==> config.mk <==
export PLATFORM = sky130hd
export DESIGN_NAME = serial_adder_flat
export DESIGN_NICKNAME = d
export VERILOG_FILES = /design/src/rtl/serial_adder_if.sv /design/src/rtl/serial_adder.sv /design/src/flat_wrapper.sv
export SDC_FILE = /design/constraint.sdc
export NUM_CORES = 1
export LEC_CHECK = 0
export ABC_AREA = 1
export BUFFER_PORTS_ARGS = -buffer_cell sky130_fd_sc_hd__buf_2
export CORE_MARGIN = 3
export CORE_UTILIZATION = 38
export DETAILED_ROUTE_END_ITERATION = 10
export PLACE_DENSITY = 0.58
export SYNTH_ARGS = -nofsm -noshare
export SYNTH_HDL_FRONTEND = slang
export SYNTH_SLANG_ARGS = --single-unit
==> constraint.sdc <==
create_clock -name clk -period 1.1 [get_ports clk]
set_input_delay 0.11 -clock clk [delete_from_list [all_inputs] [get_ports clk]]
set_output_delay 0.11 -clock clk [all_outputs]
set_load 0.05 [all_outputs]
==> src/rtl/serial_adder_if.sv <==
// serial_adder_if: request (start, operands) and result/status bundle for serial_adder
interface serial_adder_if #(parameter int WIDTH = 4);
    logic             start;
    logic [WIDTH-1:0] a;
    logic [WIDTH-1:0] b;
    logic [WIDTH-1:0] sum;
    logic             cout;
    logic             busy;
    logic             done;
    modport master (output start, a, b, input sum, cout, busy, done);
    modport slave  (input start, a, b, output sum, cout, busy, done);
endinterface

==> src/rtl/serial_adder.sv <==
// serial_adder: bit-serial LSB-first unsigned adder built from one full-adder slice and a carry flop
module serial_adder #(parameter int WIDTH = 4) (
    input  logic          clk,
    input  logic          rst,
    serial_adder_if.slave bus
);
    localparam int CW = (WIDTH > 1) ? $clog2(WIDTH) : 1;
    typedef enum logic [1:0] {IDLE, SHIFT, DONE} state_t;
    state_t           state_q, state_d;
    logic [WIDTH-1:0] a_sh_q, a_sh_d, b_sh_q, b_sh_d, sum_q, sum_d;
    logic [CW-1:0]    cnt_q, cnt_d;
    logic             carry_q, carry_d, cout_q, cout_d, s, c;
    assign s = a_sh_q[0] ^ b_sh_q[0] ^ carry_q;
    assign c = (a_sh_q[0] & b_sh_q[0]) | (carry_q & (a_sh_q[0] | b_sh_q[0]));
    always_comb begin
        state_d = state_q;
        a_sh_d  = a_sh_q;
        b_sh_d  = b_sh_q;
        sum_d   = sum_q;
        cnt_d   = cnt_q;
        carry_d = carry_q;
        cout_d  = cout_q;
        case (state_q)
            IDLE: if (bus.start) begin
                a_sh_d  = bus.a;
                b_sh_d  = bus.b;
                sum_d   = '0;
                cnt_d   = '0;
                carry_d = 1'b0;
                cout_d  = 1'b0;
                state_d = SHIFT;
            end
            SHIFT: begin
                sum_d   = (sum_q >> 1) | (WIDTH'(s) << (WIDTH - 1));
                a_sh_d  = a_sh_q >> 1;
                b_sh_d  = b_sh_q >> 1;
                carry_d = c;
                cnt_d   = cnt_q + CW'(1);
                if (cnt_q == CW'(WIDTH - 1)) begin
                    cout_d  = c;
                    state_d = DONE;
                end
            end
            DONE:    state_d = IDLE;
            default: state_d = IDLE;
        endcase
    end
    always_ff @(posedge clk) begin
        if (rst) begin
            state_q <= IDLE;
            a_sh_q  <= '0;
            b_sh_q  <= '0;
            sum_q   <= '0;
            cnt_q   <= '0;
            carry_q <= 1'b0;
            cout_q  <= 1'b0;
        end else begin
            state_q <= state_d;
            a_sh_q  <= a_sh_d;
            b_sh_q  <= b_sh_d;
            sum_q   <= sum_d;
            cnt_q   <= cnt_d;
            carry_q <= carry_d;
            cout_q  <= cout_d;
        end
    end
    assign bus.sum  = sum_q;
    assign bus.cout = cout_q;
    assign bus.busy = (state_q == SHIFT);
    assign bus.done = (state_q == DONE);
endmodule
==> src/flat_wrapper.sv <==
// flat-port wrapper written by rule: the top's interface ports become plain ports
module serial_adder_flat 
#(parameter int WIDTH = 4)
  (clk, rst, bus_start, bus_a, bus_b, bus_sum, bus_cout, bus_busy, bus_done);
  serial_adder_if #(.WIDTH(WIDTH)) bus_i ();
  input  logic clk;
  input  logic rst;
  input wire logic [$bits(bus_i.start)-1:0] bus_start;
  input wire logic [$bits(bus_i.a)-1:0] bus_a;
  input wire logic [$bits(bus_i.b)-1:0] bus_b;
  output wire logic [$bits(bus_i.sum)-1:0] bus_sum;
  output wire logic [$bits(bus_i.cout)-1:0] bus_cout;
  output wire logic [$bits(bus_i.busy)-1:0] bus_busy;
  output wire logic [$bits(bus_i.done)-1:0] bus_done;
  assign bus_i.start = bus_start;
  assign bus_i.a = bus_a;
  assign bus_i.b = bus_b;
  assign bus_sum = bus_i.sum;
  assign bus_cout = bus_i.cout;
  assign bus_busy = bus_i.busy;
  assign bus_done = bus_i.done;
  serial_adder #(.WIDTH(WIDTH)) u_core (.clk(clk), .rst(rst), .bus(bus_i));
endmodule
[Yosys cells after proc, flatten, opt, wreduce, memory -nomap -nowiden]
Index checks and enable logic that the tools add are counted.
Word-level totals
  output and inout bits: 7
  input port bits: 11
  register bits: 18
Operators by class
  bitwise operators: 7
  equal/unequal tests: 5
  add/subtract/negate cells: 1
  reductions and logical operators: 5
  mux-type cells: 15
Operators by type and width (count)
  $pmux W4 S2: 3
  $mux W4: 3
  $pmux W2 S2: 2
  $mux W2: 3
  $eq A2 B2 Y1 const B: 2
  $or A3 B4 Y4: 1
  $pmux W1 S2: 2
  $reduce_and A2 Y1: 2
  $reduce_and A3 Y1: 1
  $add A2 B1 Y2 const B: 1
  $and A1 B1 Y1: 2
  $eq A2 B1 Y1 const B: 1
  $logic_not A2 Y1: 1
  $mux W1: 2
  $ne A2 B1 Y1 const B: 1
  $ne A2 B2 Y1 const B: 1
  $or A1 B1 Y1: 2
  $reduce_bool A2 Y1: 1
  $xor A1 B1 Y1: 2

[Depth between registers and ports, before layout]
  depth in word-level cells: 5
  gate-level depth with buffers: 7
  mapped depth without buffers: 6

[Least setup slack after synthesis]
OpenSTA, ideal clock, no wires.
  path type: reg-to-output
  start point: reg u_core.state_q[1]
  end point: out bus_done
  data arrival time: 1056 ps
  cell stages (with the launch flop): 3
  path slack: -66 ps
  buffers on the path: 0
  cell sequence: dfxtp_1 > inv_2 > nor2_1
On the way
  cells in the longest elaborated chain, start to end: 1
Ends and longest elaborated chain
  from (decl): line serial_adder.sv:9  | state_t state_q, state_d;
  from (signal assigned): line serial_adder.sv:58  | state_q <= state_d;
  $eq A2 B2 Y1: line serial_adder.sv:70  | assign bus.done = (state_q == DONE);
  to (decl): line flat_wrapper.sv:14  | output wire logic [$bits(bus_i.done)-1:0] bus_done;
Every way passes these cells.

[Final worst setup path]
  start point: reg u_core.state_q[0]
  end point: out bus_done
The elaborated chain is that of the path after synthesis.

==> results.md <==
- Run status: finished with violations
- Violations in the final reports: setup timing
- Routed wirelength normalized by instance count: 11.1 µm
- Worst setup EP type: primary output
- Power density normalized to cell area: 1340 mW/mm²
- Vias per cell: 4.84
- Portion of synthesized cell area occupied by the leading cell type: 0.476
- Via count: 765
- Count of boundary I/O pins: 18
- Core area: 0.00180 mm²
- Synthesized netlist cell count: 104
- Number of nets in the synthesized netlist: about 120
- Area of all placed cells without fillers: 0.00105 mm²
- Number of H-tree levels: 1
- Min-delay src: bus_a[3]
- Share of cells above drive strength 1: 0.368
- Worst Tran Pin Value: between 200 and 250 ps
- Clock tree from TritonCTS: built
- Post-Synthesis Cell Area: 757 µm²
- Relative slew margins: 0.841
- Area grow syn2layout: 39.2%
- Placed insts: around 150
- Post-route setup slack: -27.5 ps
- Final Hold Vio Count: 0
- Total placed instance area: about 930 µm²
- Setup clock skew after layout: between 2 and 3 ps
- Number of distinct library cells after synthesis: 18
- Final instance count without filler cells: roughly 160
- Die span in y: 50.6 µm
- Final period demand of the worst path: 1130 ps
- Setup repair after global routing missed its margin: yes
- Synth warnings: 0
- GRT Total Usage: 0.158
- Synth Area in Compound Gates: 0.131
- Internal power: approximately 1.0 mW
- Final Wtd Congestion: between 0.7 and 0.8
- Data required, critical path: 990 ps
- Clock network latency to the later pin of the worst-skew pair: 290 ps
- Clock sink count: 18
- Source of the critical timing path: u_core.state_q[0]
- Hold bufs inserted after CTS: 0
- Synthesized area per cell: 7.28 µm²
- Share of the synthesized netlist area taken by xor and xnor gates: 0
- Share of synthesized cell area in and, or, nand and nor gates: 0.299
- Switching power total: roughly 0.39 mW
- Leading cell types by total area after synthesis: sky130_fd_sc_hd__dfxtp_1 48%, sky130_fd_sc_hd__nand2_1 17%, sky130_fd_sc_hd__nor2_1 7.4%, sky130_fd_sc_hd__a21oi_1 7.3%, sky130_fd_sc_hd__o21ai_0 4.0%
- EDFF count, synth: 0
- First-pass GRT wire length: between 3000 and 4000 µm
- Data arrival time of the critical path: 1020 ps
- Max frequency: 0.887 GHz
- Maximum clock insertion buffer count: 2
- # Max-Cap Violations: 0
- CTS clk-pin slew, worst paths: 100 ps
- Placed wire-length estimate: 1270 µm
- Routed wire length: 1760 µm
- Most instantiated library cell after synthesis: sky130_fd_sc_hd__nand2_1
- CP max FO: 4
- Nets: 147
- Crit start category: flop
- Combinational family with the most area after synthesis: simple AND/OR/NAND/NOR gates
- Portion of total power attributed to the clock network: 0.286
- Die outline area: 0.00256 mm²
- Number of violations reported at the end of detailed-routing iteration 0: 7
- Combinational share of power: 0.207
- Finish-stage setup viols: 4
- Maximum ir drop on the vdd rail: around 0.93 mV
- Net switching fraction of the power: 0.279
- Multi-input logic area: 388 µm²
- Critical Setup Path Class: flop to primary output
- FF-to-FF Start: u_core.a_sh_q[0]
- Layout fillers: 178
- Cell type with the largest total area after synthesis: sky130_fd_sc_hd__dfxtp_1
- # DRC: 0
- Maximum number of pins on one net before global-route repair: 11
- Number of slew-limit violations in the final report: 0
- Starting Density: 0.420
- Row cnt: 15
- Vias in the first global route: 684
- TritonCTS buffer count: 3
- P_leak: a little under 0.5 nW
- Predominant post-synthesis flop cell: sky130_fd_sc_hd__dfxtp_1
- Post-Synth Adder-Cell Area: 0.0430
- Top cell types by occurrence after synthesis: 35 x sky130_fd_sc_hd__nand2_1, 18 x sky130_fd_sc_hd__dfxtp_1, 15 x sky130_fd_sc_hd__nor2_1, 11 x sky130_fd_sc_hd__a21oi_1, 6 x sky130_fd_sc_hd__o21ai_0
- Total of flip-flops plus latches after synthesis: 18
- Port Buffer Count: 17
- Power share of the sequential group: 0.507
- Async set-reset flop share out of synthesis: 0
- FF/Latch Area: 370 µm²
- Antenna-violating nets left: 0
- Global-route congestion overflow total: 0
- Antenna diodes: 0
- Chip width: 50.6 µm
- Cell at the root of the clock tree: sky130_fd_sc_hd__clkbuf_4
- Mux share of post-synthesis cell area: 0
- Antenna violations before repair: 0
- Worst hold path class: primary input to flop
- First-pass iteration count of the detailed router: 4
- Share of the clock period used by the worst path: 1.02
- Seq/Total Area, Yosys: 0.476
timing repair:
action / 4_1_cts / 5_1_grt
resized for setup: 15 / 11
endpoints found under the hold margin: 0 / 0
pin swaps: 6 / 2
buffers inserted: 3 / 0
endpoints found under the setup margin: 13 / 18
final cells by class:
class / instances / share of cell area
well taps: 25 / 0.0297
multi-input cells: 78 / 0.368
flip-flops and latches: 18 / 0.352
repair buffers: 28 / 0.196
inverters: 5 / 0.0202
clock buffers: 4 / 0.0344
cells by family after synthesis:
| family | Yosys count |
|---|---|
| DFF | 18 |
| buffers and inverters | 8 |
| AOI/OAI and AO/OA | 19 |
| and+or+nand+nor | 57 |
| adders and majority gates | 2 |
cell usage in the layout, fill, tap and decap left out:
| master | instances |
|---|---|
| sky130_fd_sc_hd__a21oi_1 | 9 |
| sky130_fd_sc_hd__a21oi_2 | 2 |
| sky130_fd_sc_hd__buf_12 | 1 |
| sky130_fd_sc_hd__buf_2 | 14 |
| sky130_fd_sc_hd__buf_4 | 8 |
| sky130_fd_sc_hd__buf_6 | 3 |
| sky130_fd_sc_hd__buf_8 | 1 |
| sky130_fd_sc_hd__clkbuf_4 | 4 |
| sky130_fd_sc_hd__clkbuf_8 | 1 |
| sky130_fd_sc_hd__dfxtp_1 | 14 |
| sky130_fd_sc_hd__dfxtp_2 | 2 |
| sky130_fd_sc_hd__dfxtp_4 | 2 |
| sky130_fd_sc_hd__fa_2 | 1 |
| sky130_fd_sc_hd__ha_1 | 1 |
| sky130_fd_sc_hd__inv_1 | 3 |
| sky130_fd_sc_hd__inv_2 | 1 |
| sky130_fd_sc_hd__inv_4 | 1 |
| sky130_fd_sc_hd__nand2_1 | 34 |
| sky130_fd_sc_hd__nand2_2 | 3 |
| sky130_fd_sc_hd__nand3_1 | 3 |
| sky130_fd_sc_hd__nor2_1 | 12 |
| sky130_fd_sc_hd__nor2_2 | 2 |
| sky130_fd_sc_hd__nor2_4 | 2 |
| sky130_fd_sc_hd__nor3_1 | 1 |
| sky130_fd_sc_hd__o21ai_0 | 3 |
| sky130_fd_sc_hd__o21ai_1 | 4 |
| sky130_fd_sc_hd__o21ai_2 | 1 |
power by group through the flow:
stage	combinational [mW]	sequential [mW]	clock (mW)
after floorplan	0.137	0.750	0
after global placement	0.247	0.731	0
after detailed placement	0.250	0.732	0
after CTS	0.280	0.719	0.420
after global routing	0.324	0.722	0.450
final	0.293	0.717	0.405
final timing paths:
check / to / slack (ps) / cells past startpoint
max: bus_done / -30 / 3
min: u_core.a_sh_q[3] / 50 / 3
max reg2reg: u_core.bus.cout / -20 / 5
min reg2reg: u_core.cnt_q[0] / 470 / 1
sequential cells by signal, indices dropped and copies added (netlist names):
register / count
u_core.bus.sum: 4
u_core.state_q: 2
u_core.cnt_q: 2
u_core.b_sh_q: 4
u_core.carry_q: 1
u_core.a_sh_q: 4
u_core.bus.cout: 1
metal layers:
metal,vias to the layer above,global-route usage,share of wire
met5,-,0,0
met4,0,0.0404,0.0080
met3,2,0.0623,0.044
met2,12,0.261,0.47
met1,363,0.192,0.47
li1,388,-,-
through the flow:
stage                     TNS [ps]   util  worst slack (ps)  hold slack [ps]  power, mW
final                        -73.6  0.585             -27.5             51.7       1.42
after detailed placement      -283  0.515             -64.9              368      0.983
after floorplan              -57.0      -             -14.4              253      0.886
after global placement        -108  0.515             -48.2              360      0.978
after global routing          -467  0.585             -67.0             68.2       1.50
after CTS                    -99.6  0.572             -45.2             42.7       1.42
worst max-delay path, cell delays in order (launching register included):
cell and delay (ps):
sky130_fd_sc_hd__dfxtp_4 380, sky130_fd_sc_hd__buf_6 120, sky130_fd_sc_hd__nor2_4 70, sky130_fd_sc_hd__buf_6 160
(Power assumes the default switching activity.)
